===== src/rtl/mem_bus_arbiter.sv =====
// mem_bus_arbiter: shares the single memory port between the CPU and the
// debug/loader port. It grants one requester, runs a fixed-latency strobed
// access, then pulses that requester's done for one cycle. Simultaneous
// requests are granted round-robin.
module mem_bus_arbiter #(
  parameter int ADDR_W  = 16,
  parameter int DATA_W  = 16,
  parameter int MEM_LAT = 2
) (
  input  logic              clock,
  input  logic              reset,
  input  logic              cpu_req,
  input  logic              cpu_we,
  input  logic [ADDR_W-1:0] cpu_addr,
  input  logic [DATA_W-1:0] cpu_wdata,
  output logic [DATA_W-1:0] cpu_rdata,
  output logic              cpu_done,
  input  logic              dbg_req,
  input  logic              dbg_we,
  input  logic [ADDR_W-1:0] dbg_addr,
  input  logic [DATA_W-1:0] dbg_wdata,
  output logic [DATA_W-1:0] dbg_rdata,
  output logic              dbg_done,
  output logic [ADDR_W-1:0] mem_addr,
  output logic [DATA_W-1:0] mem_wdata,
  input  logic [DATA_W-1:0] mem_rdata,
  output logic              mem_re_L,
  output logic              mem_we_L,
  output logic              busy
);

  localparam int CNT_W = $clog2(MEM_LAT) + 1;

  typedef enum logic [1:0] {
    S_IDLE,
    S_ACCESS,
    S_DONE
  } state_t;

  typedef enum logic {
    OWN_CPU,
    OWN_DBG
  } owner_t;

  state_t           state;
  state_t           next_state;
  owner_t           owner;
  owner_t           last_owner;
  owner_t           grant_owner;
  logic             grant_valid;
  logic             we_q;
  logic [CNT_W-1:0] cnt;

  // Choose which requester would be granted this cycle (only acted on in IDLE)
  always_comb begin
    grant_valid = cpu_req | dbg_req;
    grant_owner = OWN_CPU;
    if (cpu_req && dbg_req) begin
      grant_owner = (last_owner == OWN_CPU) ? OWN_DBG : OWN_CPU;
    end else if (dbg_req) begin
      grant_owner = OWN_DBG;
    end
  end

  // State register
  always_ff @(posedge clock) begin
    if (reset) begin
      state <= S_IDLE;
    end else begin
      state <= next_state;
    end
  end

  // Next-state logic: IDLE -> ACCESS -> DONE -> IDLE
  always_comb begin
    next_state = state;
    case (state)
      S_IDLE:   if (grant_valid) next_state = S_ACCESS;
      S_ACCESS: if (cnt == '0) next_state = S_DONE;
      S_DONE:   next_state = S_IDLE;
      default:  next_state = S_IDLE;
    endcase
  end

  // Outputs decoded from state and the latched owner/direction
  always_comb begin
    mem_re_L = 1'b1;
    mem_we_L = 1'b1;
    cpu_done = 1'b0;
    dbg_done = 1'b0;
    busy     = (state != S_IDLE);
    if (state == S_ACCESS) begin
      mem_re_L = we_q;
      mem_we_L = ~we_q;
    end
    if (state == S_DONE) begin
      cpu_done = (owner == OWN_CPU);
      dbg_done = (owner == OWN_DBG);
    end
  end

  // Grant latching, latency counter, read-data capture and round-robin history
  always_ff @(posedge clock) begin
    if (reset) begin
      owner      <= OWN_CPU;
      last_owner <= OWN_DBG;
      we_q       <= 1'b0;
      cnt        <= '0;
      mem_addr   <= '0;
      mem_wdata  <= '0;
      cpu_rdata  <= '0;
      dbg_rdata  <= '0;
    end else begin
      case (state)
        S_IDLE: begin
          if (grant_valid) begin
            owner <= grant_owner;
            cnt   <= CNT_W'(MEM_LAT - 1);
            if (grant_owner == OWN_CPU) begin
              we_q      <= cpu_we;
              mem_addr  <= cpu_addr;
              mem_wdata <= cpu_wdata;
            end else begin
              we_q      <= dbg_we;
              mem_addr  <= dbg_addr;
              mem_wdata <= dbg_wdata;
            end
          end
        end
        S_ACCESS: begin
          if (cnt == '0) begin
            if (!we_q) begin
              if (owner == OWN_CPU) begin
                cpu_rdata <= mem_rdata;
              end else begin
                dbg_rdata <= mem_rdata;
              end
            end
          end else begin
            cnt <= cnt - CNT_W'(1);
          end
        end
        S_DONE: begin
          last_owner <= owner;
        end
        default: begin
        end
      endcase
    end
  end

endmodule


===== config.mk =====
export PLATFORM = sky130hd
export DESIGN_NAME = mem_bus_arbiter
export DESIGN_NICKNAME = d
export VERILOG_FILES = /design/src/rtl/mem_bus_arbiter.sv
export SDC_FILE = /design/constraint.sdc
export NUM_CORES = 1
export LEC_CHECK = 0
export BUFFER_PORTS_ARGS = -buffer_cell sky130_fd_sc_hd__buf_2
export CAP_MARGIN = 20
export CORE_MARGIN = 2
export CORE_UTILIZATION = 40
export DETAILED_ROUTE_END_ITERATION = 6
export MAX_ROUTING_LAYER = met4
export PLACE_DENSITY_LB_ADDON = 0.15
export SKIP_LAST_GASP = 1
export SLEW_MARGIN = 10
export SYNTH_ARGS = -nofsm -noshare
export SYNTH_HDL_FRONTEND = slang
export SYNTH_SLANG_ARGS = --single-unit

===== constraint.sdc =====
create_clock -name clock -period 3.6 [get_ports clock]
set_input_delay 0.18 -clock clock [delete_from_list [all_inputs] [get_ports clock]]
set_output_delay 0.18 -clock clock [all_outputs]
set_load 0.05 [all_outputs]

# Word-level counts from Yosys, hierarchy flattened
# Cells that the tools add are included.
# Widths: inputs -> output; s select.
totals:
  regBits: 71
  in_bits: 86
  output_inout_bits: 69
  elab_cells: 43
op_classes:
  add_sub_neg: 1
  n_eq_ne: 5
  n_mux: 15
  bitwise_logic: 3
  n_reduce_logical: 10
op_table:
  columns: ["op", "count"]
  rows:
  - ["$mux 16", 2]
  - ["$mux 1", 8]
  - ["$pmux 2 s2", 2]
  - ["$reduce_and 4->1", 2]
  - ["$mux 2", 3]
  - ["$ne 2x2->1 const B", 3]
  - ["$logic_not 2->1", 2]
  - ["$reduce_and 2->1", 2]
  - ["$reduce_bool 2->1", 2]
  - ["$reduce_and 3->1", 1]
  - ["$eq 2x1->1 const B", 1]
  - ["$eq 2x2->1 const B", 1]
  - ["$not 1->1", 2]
  - ["$sub 2x1->2 const B", 1]
  - ["$logic_and 1x1->1", 1]
  - ["$or 1x1->1", 1]

# Logic depth before layout (Yosys ltp)
# Gate-level depths: netlist of run 1.
logic_depth:
  depth_word: 3
  mapped_depth: 7
  mapped_depth_nobuf: 5

# Worst setup path after synthesis of run 1
# No wires, ideal clock.
synth_path:
  path_kind: "register to register"
  from: "reg state[1]"
  to: "reg mem_addr[0]"
  setup_ps: 133
  arrival_ps: 1456
  t_required_ps: 3467
  setup_slack_ps: 2011
  stages_incl_launch_ff: 6
  path_buffers: 1
  synth_period_minus_slack_ps: 1589
  cell_sequence: "dfxtp_1 -> nor2_2 -> inv_1 -> nor2_1 -> buf_2 -> a311oi_1"
synth_between:
  elab_chain_len: 2
synth_rtl:
  columns: ["element", "line_no", "source"]
  rows:
  - ["start, declared", "45", "state_t state;"]
  - ["start signal, assigned", "70", "state <= next_state;"]
  - ["$logic_not 2->1", "114", "case (state)"]
  - ["$reduce_and 2->1 (no line)", null, null]
  - ["end signal, assigned", "121", "mem_addr <= cpu_addr;"]
  - ["end signal, assigned", "125", "mem_addr <= dbg_addr;"]
  - ["end, declared", "24", "output logic [ADDR_W-1:0] mem_addr,"]
# No other way between the ends.
# A chain may end at the register's enable or synchronous reset.

# Final worst setup path of run 1
layout_path:
  from: "reg last_owner"
  to: "reg mem_addr[3]"
layout_between:
  elab_chain_len: 3
layout_rtl:
  columns: ["element", "line_no", "source"]
  rows:
  - ["start, declared", "48", "owner_t last_owner;"]
  - ["start signal, assigned", "144", "last_owner <= owner;"]
  - ["$mux 1", "59", "grant_owner = (last_owner == OWN_CPU) ? OWN_DBG : OWN_CPU;"]
  - ["$mux 1", "58", "if (cpu_req && dbg_req) begin"]
  - ["$mux 16", "119", "if (grant_owner == OWN_CPU) begin"]
# No other way between the ends.

==> metrics.cfg, run 1 <==
[power_and_ir_drop]
cell_internal_pwr_mw=1.482
power_frac_seq=0.399
power_frac_comb=0.266
power.switching_fraction=0.3424
power_per_cell_area_mw_per_mm2=557.2
netSwitchingPower_mw=0.7715
power.static_leakage_nw=1.995
clock_power_share=0.335
max-vdd-ir-drop_v=0.0002851

[synth]
gate_count_after_technology_mapping=349
avgSynthCellArea_um2=8.619
cell_area_after_synthesis_mm2=0.003008
cell_types_occupying_the_most_area_after_synthesis=sky130_fd_sc_hd__dfxtp_1 (47%), sky130_fd_sc_hd__nand2_1 (14%), sky130_fd_sc_hd__mux2i_1 (11%)
part_of_the_yosys_area_used_for_sequential_elements=0.4725
ys.warnings.count=0
synth-seq-cells=71
postSynthNetCount=437
synth_largest_type_area_fraction=0.4725
synth.lib_cells_used.distinct=30
post-synth-top-area-cell=sky130_fd_sc_hd__dfxtp_1

[drt]
totalWireLength_um=8246
first_iter_violations=116
post_drt_wl_per_cell_um=13.93
drt_drc_violations_left=0
detail_route.vias_per_cell=5.030
route.vias.total=2978
ant_nets=0
drt_pass_1_iters=4

[sta]
timing_worst_slew_pin_value_ps=778.2
timing.max_slew.rel_slack=0.4812
unrepaired_setup_endpoints_after_global_routing=false
clock.fmax_mhz=567.0
setup_viol_count_final=0
finalCriticalPeriod_ps=1764
period_share=0.4899
clock_skew_ps=5.929
slew_violations=0
setup_slack_ps=1836
finalSetupTns_ps=0
final_hold_viol_count=0

[clock_tree]
htreeDepth=3
cts_hold_repair.buffers=0
cts_tree=done
numClockSinks=71
numCtsBuffers=9
cts-root-to-sink-buffers=2
post_cts_buffers=0
worst_skew_pair.late_latency_ps=340
worst_setup_hold_path_clk_slew_ps=80
post_cts.resized_instances=0
clockRootBuffer=sky130_fd_sc_hd__clkbuf_8

[worst_setup_path]
critical_path.endpoint_type=flop
critical_path.max_fanout=19
cp_data_arrival_time_ps=2000
cp.required_ps=3840
worst_setup_path_start_kind=flop
path_class=flop to flop

[place]
dp_cells=577
pre_cts_slack_ps=1759
portBuffers=154
dp.final_hpwl_um=5674
gp_congestion=0.7288

[layout]
antenna-diode-count=0
final_layout_size_suffix_gt1_frac=0.3732
final_cell_mix=sky130_fd_sc_hd__buf_2 (154), sky130_fd_sc_hd__nand2_1 (116), sky130_fd_sc_hd__dfxtp_1 (71)
post_layout_cell_count=592
areaGrowthSynthToFinish_pct=34.44
most_frequent_standard_cell_in_the_layout_excluding_fill_and_tap_cells=sky130_fd_sc_hd__buf_2
finish.net_count=577

[floorplan]
die_w_um=90.72
dieArea_mm2=0.008229
floorplan.initialDensity=0.4147
die_height_um=90.72
io_pins=155
core_area_mm2=0.007253
row_count=31

[global_route]
grt_max_degree=51
grt_first_pass_wirelength_um=13720
globalRouteTotalUtil=0.2099
grt_overflow=0
grt_pass1_vias=2827
antenna_found_initial=0

[hold_path]
worst_hold_path_type=input pin to flop

[run_status]
run_status=finished, final reports clean

[job]
max-cap-violations=0

[routing by layer]
metal  vias up  share of wire  routed length [µm]  global-route usage
met3         8          0.085                 703             0.07513
met5         -              0                   0                   -
met4         0         0.0091                  75             0.05897
met2       120           0.48                3941              0.3271
met1      1358           0.43                3526              0.2570
li1       1492              -                   -                   -
[per-stage QoR]
step | util | instance area, µm² | total power, mW | hold slack, ps
floorplan | - | 3008 | 1.352 | 339.9
global route | 0.5575 | 4044 | 2.360 | 83.73
finish | 0.5575 | 4044 | 2.253 | 93.75
detailed placement | 0.5253 | 3810 | 1.517 | 447.1
global placement | 0.5232 | 3795 | 1.509 | 439.2
CTS | 0.5575 | 4044 | 2.275 | 79.01
[state kept, by name, summed over array words and instances, names as in the netlist]
register	flops
cnt	2
cpu_rdata	16
dbg_rdata	16
last_owner	1
mem_addr	16
mem_wdata	16
owner	1
state	2
we_q	1
[final cells by class]
type                            instances  area, µm²
Timing Repair Buffer                  158      808.3
Multi-Input combinational cell        243       1434
Clock buffer                            9      123.9
Tap cell                               99      123.9
Inverter                                6      22.52
Fill cell                             704       3209
Clock inverter                          6      110.1
Sequential cell                        71       1421
[synthesized netlist by cell type]
| cell type | n |
|---|---|
| sky130_fd_sc_hd__nor4_1 | 1 |
| sky130_fd_sc_hd__a21boi_1 | 1 |
| sky130_fd_sc_hd__buf_12 | 1 |
| sky130_fd_sc_hd__a311oi_1 | 33 |
| sky130_fd_sc_hd__nand2_1 | 116 |
| sky130_fd_sc_hd__a21bo_2 | 1 |
| sky130_fd_sc_hd__a211o_1 | 1 |
| sky130_fd_sc_hd__mux2i_1 | 32 |
| sky130_fd_sc_hd__clkbuf_1 | 22 |
| sky130_fd_sc_hd__a21oi_1 | 36 |
| sky130_fd_sc_hd__a21o_1 | 1 |
| sky130_fd_sc_hd__nor2b_1 | 1 |
| sky130_fd_sc_hd__or4_2 | 1 |
| sky130_fd_sc_hd__nand2b_1 | 2 |
| sky130_fd_sc_hd__buf_6 | 2 |
| sky130_fd_sc_hd__ha_1 | 2 |
| sky130_fd_sc_hd__nor2_2 | 1 |
| sky130_fd_sc_hd__dfxtp_1 | 71 |
| sky130_fd_sc_hd__or4_4 | 1 |
| sky130_fd_sc_hd__nand2b_4 | 1 |
| sky130_fd_sc_hd__inv_1 | 4 |
| sky130_fd_sc_hd__or2_2 | 1 |
| sky130_fd_sc_hd__nor3b_1 | 1 |
| sky130_fd_sc_hd__nor4_2 | 1 |
| sky130_fd_sc_hd__and3_1 | 1 |
| sky130_fd_sc_hd__a32o_1 | 1 |
| sky130_fd_sc_hd__inv_2 | 2 |
| sky130_fd_sc_hd__buf_2 | 4 |
| sky130_fd_sc_hd__nor2_1 | 6 |
| sky130_fd_sc_hd__o21ai_0 | 1 |
[cell families (layout without fill, tap and decap cells)]
logic type / count (synthesis) / after routing / synth area share
AOI/OAI and AO/OA: 75 / 75 / 0.1722
and+or+nand+nor: 134 / 134 / 0.1847
buffers and inverters: 35 / 179 / 0.05574
adders and majority gates: 2 / 2 / 0.008318
DFF: 71 / 71 / 0.4725
muxes: 32 / 32 / 0.1065
[critical path, stage by stage (launching register included)]
cell and delay [ps]:
sky130_fd_sc_hd__dfxtp_1 340, sky130_fd_sc_hd__a21boi_2 620, sky130_fd_sc_hd__buf_4 360, sky130_fd_sc_hd__nand2_1 80, sky130_fd_sc_hd__a311oi_1 270
[final timing paths]
path	slack [ps]	start	to	cells past startpoint
worst max-delay path	1840	last_owner$_SDFFE_PP1N_	mem_addr[3]$_SDFFE_PP0P_	4
worst max register to register	1840	last_owner$_SDFFE_PP1N_	mem_addr[3]$_SDFFE_PP0P_	4
worst min-delay path	90	cpu_wdata[5]	mem_wdata[5]$_SDFFE_PP0P_	3
worst min register to register	460	dbg_rdata[13]$_SDFFE_PP0P_	dbg_rdata[13]$_SDFFE_PP0P_	2
[power by group through the flow]
stage	clock (mW)	sequential [mW]	combinational (mW)
2_1_floorplan	0	1.13	0.223
3_3_place_gp	0	0.916	0.593
3_5_place_dp	0	0.915	0.602
4_1_cts	0.774	0.899	0.602
5_1_grt	0.808	0.910	0.642
6_report	0.755	0.899	0.599
No activity file was read; power rests on OpenSTA's default activity.
==> run 2, diff against run 1 <==
--- a/config.mk
+++ b/config.mk
@@ -5,6 +5,7 @@
 export SDC_FILE = /design/constraint.sdc
 export NUM_CORES = 1
 export LEC_CHECK = 0
+export ABC_AREA = 1
 export BUFFER_PORTS_ARGS = -buffer_cell sky130_fd_sc_hd__buf_2
 export CAP_MARGIN = 20
 export CORE_MARGIN = 2
==> constraint.sdc (replaced) <==
create_clock -name clock -period 1.58 [get_ports clock]
set_input_delay 0.079 -clock clock [delete_from_list [all_inputs] [get_ports clock]]
set_output_delay 0.079 -clock clock [all_outputs]
set_load 0.05 [all_outputs]
==> run 2 against run 1 <==
Combinational power grew to 3.4 times the previous value. First-iteration DRC count down 1.7%. Area after synthesis up 16%. Final cell count is 43% higher. Clock-buffer cell count is 2 higher.
==> metrics.cfg, run 2 <==
[worst_setup_path]
critical_path.endpoint_type=output pin
startpoint=we_q$_SDFFE_PP0P_
worst_setup_path_start_kind=flop
cp_num_buf_inv=2
rr_startpoint=cnt[0]$_SDFFE_PP0P_
slowest_delay_ps=400
critical_path.max_fanout=3
reg2regPathDepth=6
cp_data_arrival_time_ps=1300
path_class=flop to output pin
critical-path-slowest-cell=sky130_fd_sc_hd__dfxtp_1
worst-r2r-setup-slack_ps=290
timing.critical_path.max_delay_family=flip-flops
cp.required_ps=1500
worst_r2r_endpoint=dbg_rdata[8]$_SDFFE_PP0P_
timing.critical_path.cells=inv_1 > nand3_1 > buf_2

[synth]
cell_types_occupying_the_most_area_after_synthesis=sky130_fd_sc_hd__dfxtp_1 (41%), sky130_fd_sc_hd__nand2_1 (21%), sky130_fd_sc_hd__nor2_1 (18%)
postSynthNetCount=676
ys.warnings.count=0
synth_compound_gate_area_share=0.006800
synth_edf_count=0
synth_top_family_by_area=simple AND/OR/NAND/NOR gates
ys.flop_type=sky130_fd_sc_hd__dfxtp_1
synth_most_common_cell=sky130_fd_sc_hd__nand2_1
yosys-mux-area-fraction=0
cell_area_after_synthesis_mm2=0.003496
ys_async_sr_fraction=0
avgSynthCellArea_um2=5.945
post_synth_xor_area_fraction=0
post-synth-top-area-cell=sky130_fd_sc_hd__dfxtp_1
synth-simple-area-share=0.4388
synth-seq-cells=71
synth_largest_type_area_fraction=0.4066
post_synth_fa_ha_maj_area_fraction=0.007158
synth.lib_cells_used.distinct=19
gate_count_after_technology_mapping=588
part_of_the_yosys_area_used_for_sequential_elements=0.4066
ys_top_cells_by_count=sky130_fd_sc_hd__nand2_1 (195), sky130_fd_sc_hd__nor2_1 (171), sky130_fd_sc_hd__inv_1 (88)

[place]
gp_congestion=0.8322
pre_cts_slack_ps=283.7
dp_cells=832
portBuffers=154
dp.final_hpwl_um=6139

[layout]
final_cell_mix=sky130_fd_sc_hd__nand2_1 (194), sky130_fd_sc_hd__nor2_1 (171), sky130_fd_sc_hd__buf_2 (154)
final_layout_size_suffix_gt1_frac=0.2480
sequential_cell_area_mm2=0.001421
multi_input_area_mm2=0.001585
most_frequent_standard_cell_in_the_layout_excluding_fill_and_tap_cells=sky130_fd_sc_hd__nand2_1
areaGrowthSynthToFinish_pct=29.81
finish.net_count=824
antenna-diode-count=0
post_layout_cell_count=846
fin_util=0.5281
filler_cells_inserted=874

[drt]
drt_pass_1_iters=5
ant_nets=0
totalWireLength_um=8137
post_drt_wl_per_cell_um=9.618
drt_drc_violations_left=0
first_iter_violations=114
route.vias.total=3629
detail_route.vias_per_cell=4.290

[floorplan]
die_height_um=97.49
core_area_mm2=0.008593
io_pins=155
row_count=34
floorplan.initialDensity=0.4068
die_w_um=97.49
dieArea_mm2=0.009503

[job]
max-cap-violations=0

[clock_tree]
worst_skew_pair.late_latency_ps=330
clockRootBuffer=sky130_fd_sc_hd__clkbuf_8
numClockSinks=71
numCtsBuffers=9
htreeDepth=3
cts_tree=done
worst_setup_hold_path_clk_slew_ps=70
cts-root-to-sink-buffers=2

[sta]
finalSetupTns_ps=0
slew_violations=0
final_hold_viol_count=0
finalCriticalPeriod_ps=1377
period_share=0.8713
clock_skew_ps=10.01
clock.fmax_mhz=726.4
timing.max_slew.rel_slack=0.6966
unrepaired_setup_endpoints_after_global_routing=false
setup_viol_count_final=0
timing_worst_slew_pin_value_ps=455.1
setup_slack_ps=203.3

[global_route]
grt_max_degree=67
grt_first_pass_wirelength_um=13570
grt_pass1_vias=3271
globalRouteTotalUtil=0.1764
grt_overflow=0
antenna_found_initial=0

[hold_path]
worstHoldEndpoint=mem_wdata[5]$_SDFFE_PP0P_
worst_hold_path_type=input pin to flop
hp-start=cpu_wdata[5]
holdPathStages=5

[power_and_ir_drop]
power_per_cell_area_mw_per_mm2=1178
total_power_mw=5.348
max-vdd-ir-drop_v=0.0004262
power.static_leakage_nw=2.724

[run_status]
run_status=finished, final reports clean

## run 2: changes by cell type after synthesis, sizes merged, moves of 3 or more
cell / before / now
nand3: 0 / 23
buf: 7 / 21
nor2: 7 / 175
nand2: 116 / 195
clkbuf: 22 / 5
a311oi: 33 / 0
nand2b: 3 / 0
a21oi: 36 / 2
mux2i: 32 / 0
inv: 6 / 90
## run 2: final cells by class
class | count | area share
Multi-Input combinational cell | 400 | 0.3493
Sequential cell | 71 | 0.3132
Timing Repair Buffer | 163 | 0.1991
Inverter | 91 | 0.07527
Clock buffer | 11 | 0.03116
Tap cell | 108 | 0.02978
Clock inverter | 2 | 0.002206
## run 2: cell families (layout without fill, tap and decap cells)
family,count (synthesis),after routing
AOI/OAI and AO/OA,4,4
adders and majority gates,2,2
buffers and inverters,117,267
DFF,71,71
and+or+nand+nor,394,394
## run 2: power by group
part	switching [mW]	internal [mW]
Combinational	1.47	0.574
Sequential	0.114	2.01
Clock	0.598	0.582
## run 2: worst reg2reg max path, cell delays in order, from the launching register on
cell	delay, ps
sky130_fd_sc_hd__dfxtp_1	310
sky130_fd_sc_hd__inv_1	90
sky130_fd_sc_hd__ha_1	170
sky130_fd_sc_hd__nand2_1	100
sky130_fd_sc_hd__nor2_4	360
sky130_fd_sc_hd__nor2_1	80
sky130_fd_sc_hd__nor2_1	120
## run 2: worst max path at each step
stage          depth (start not counted)                          to  slack (ps)
6_report                               3                    mem_re_L         200
5_1_grt                                4                    mem_we_L         130
4_1_cts                                3                    mem_re_L         170
3_5_place_dp                           6   dbg_rdata[7]$_SDFFE_PP0P_         280
3_3_place_gp                           6   dbg_rdata[2]$_SDFFE_PP0P_         310
2_1_floorplan                          5  dbg_rdata[10]$_SDFFE_PP0P_          10
## run 2: what timing repair did
action | CTS | global route
hold endpoints to repair | 3 | 0
setup buffers | 0 | 0
hold buffers | 1 | 0
gates resized for setup | 0 | 0
## run 2: metrics by stage
step | hold WS, ps | instance area [µm²]
floorplan | 148.1 | 3496
global placement | 314.4 | 4377
detailed placement | 310.1 | 4377
CTS | 19.68 | 4538
global route | 34.84 | 4538
finish | 35.62 | 4538
## run 2: per-layer routing
layer | up-vias | track usage | share of wire
met5 | - | - | 0
met4 | 0 | 0.07158 | 0.016
met3 | 12 | 0.04388 | 0.071
met2 | 107 | 0.2944 | 0.46
met1 | 1527 | 0.2029 | 0.45
li1 | 1983 | - | -
==> run 3, diff against run 2 <==
--- a/config.mk
+++ b/config.mk
@@ -13,6 +13,7 @@
 export DETAILED_ROUTE_END_ITERATION = 6
 export MAX_ROUTING_LAYER = met4
 export PLACE_DENSITY_LB_ADDON = 0.15
+export REMOVE_ABC_BUFFERS = 1
 export SKIP_LAST_GASP = 1
 export SLEW_MARGIN = 10
 export SYNTH_ARGS = -nofsm -noshare
==> run 3 against run 2 <==
Combinational power about the same. Flip-flop and latch count unchanged. Final cell count up 0.35%. Critical path depth unchanged. Critical endpoint unchanged. Die area unchanged. Sequential share of layout area down 0.32 points. Highest routed layer unchanged. Worst setup slack worse by 42 ps.
==> metrics.cfg, run 3 (same netlist as run 2, synthesis figures left out) <==
[run_status]
run_status=finished, final reports clean

[global_route]
globalRouteTotalUtil=0.1823
grt_max_degree=67
grt_first_pass_wirelength_um=14170
grt_overflow=0
grt_pass1_vias=3316
antenna_found_initial=0

[sta]
clock_skew_ps=16.98
finalCriticalPeriod_ps=1418
final_hold_viol_count=0
slew_violations=0
period_share=0.8977
clock.fmax_mhz=705.0
unrepaired_setup_endpoints_after_global_routing=false
post_route_hold_slack_ps=37.01
timing.max_slew.rel_slack=0.7374
setup_viol_count_final=0
timing_worst_slew_pin_value_ps=394.0

[clock_tree]
numCtsBuffers=9
cts_tree=done
numClockSinks=71
worst_setup_hold_path_clk_slew_ps=80
cts-root-to-sink-buffers=2
worst_skew_pair.late_latency_ps=330
clockRootBuffer=sky130_fd_sc_hd__clkbuf_8
htreeDepth=3
post_cts_buffers=0

[place]
portBuffers=154
post_dp_cell_area_mm2=0.004352
dp.final_hpwl_um=6002
gp_congestion=0.8210

[floorplan]
row_count=34
die_w_um=97.49
dieArea_mm2=0.009503
core_area_mm2=0.008593
io_pins=155
die_height_um=97.49
floorplan.initialDensity=0.4068

[worst_setup_path]
critical_path.endpoint_type=output pin
critical_path.max_fanout=6
worst_setup_path_start_kind=flop
cp_data_arrival_time_ps=1340
worst-r2r-setup-slack_ps=280
path_class=flop to output pin
cp.required_ps=1500

[drt]
ant_nets=0
drt_drc_violations_left=0
totalWireLength_um=8351
first_iter_violations=95
post_drt_wl_per_cell_um=9.836
route.vias.total=3614
drt_pass_1_iters=4
detail_route.vias_per_cell=4.257

[power_and_ir_drop]
max-vdd-ir-drop_v=0.0004222
power.static_leakage_nw=2.743
power_per_cell_area_mw_per_mm2=1258
total_power_mw=5.768

[layout]
postLayoutCellArea_mm2=0.004584
final_cell_mix=sky130_fd_sc_hd__nand2_1 (194), sky130_fd_sc_hd__nor2_1 (171), sky130_fd_sc_hd__buf_2 (154)
most_frequent_standard_cell_in_the_layout_excluding_fill_and_tap_cells=sky130_fd_sc_hd__nand2_1
areaGrowthSynthToFinish_pct=31.14
antenna-diode-count=0
finish.net_count=824
final_layout_size_suffix_gt1_frac=0.2510

[hold_path]
worst_hold_path_type=input pin to flop

[job]
max-cap-violations=0

==> run 3: stage by stage <==
| stage | std cells | setup slack, ps | utilization | setup TNS, ps |
|---|---|---|---|---|
| finish | 849 | 161.6 | 0.5335 | 0 |
| global route | 849 | 92.72 | 0.5335 | 0 |
| CTS | 849 | 138.1 | 0.5335 | 0 |
| detailed placement | 832 | 295.0 | 0.5064 | 0 |
| global placement | 832 | 327.5 | 0.5064 | 0 |
| floorplan | 562 | -174.4 | - | -5930 |
==> run 3: cell type report <==
type,count,area [µm²]
repair buffers,163,878.3
clock buffers,11,141.4
multi-input cells,400,1585
fillers,928,4009
inverters,91,341.6
well taps,108,135.1
clock inverters,5,81.33
flip-flops and latches,71,1421
==> run 3: critical path: stages (launching register included) <==
cell and delay [ps]:
sky130_fd_sc_hd__dfxtp_1 450, sky130_fd_sc_hd__inv_2 80, sky130_fd_sc_hd__nand3_1 180, sky130_fd_sc_hd__buf_2 300
==> run 3: layer usage <==
metal / track usage / routed length [µm] / up-vias
met5: - / 0 / -
met2: 0.3050 / 3780 / 128
met3: 0.04173 / 608 / 4
met1: 0.2211 / 3919 / 1502
met4: 0.05128 / 43 / 0
li1: - / - / 1980
==> run 3: power by group <==
| group | switching, mW | internal (mW) |
|---|---|---|
| combinational | 1.47 | 0.562 |
| clock | 0.677 | 0.934 |
| sequential | 0.116 | 2.01 |
| total | 2.26 | 3.51 |
==> run 3: final timing paths <==
| kind | startpoint | to | cells past startpoint |
|---|---|---|---|
| setup / recovery | state[1]$_SDFFE_PP0P_ | mem_re_L | 3 |
| hold reg to reg | cnt[1]$_SDFFE_PP0P_ | cnt[1]$_SDFFE_PP0P_ | 2 |
| setup reg to reg | state[0]$_SDFFE_PP0P_ | dbg_rdata[1]$_SDFFE_PP0P_ | 5 |
| hold / removal | cpu_wdata[6] | mem_wdata[6]$_SDFFE_PP0P_ | 5 |
==> run 3: repair_timing <==
action / in CTS / in global routing
hold buffers: 1 / 0
gates resized for setup: 0 / 0
endpoints found under the hold margin: 3 / 0
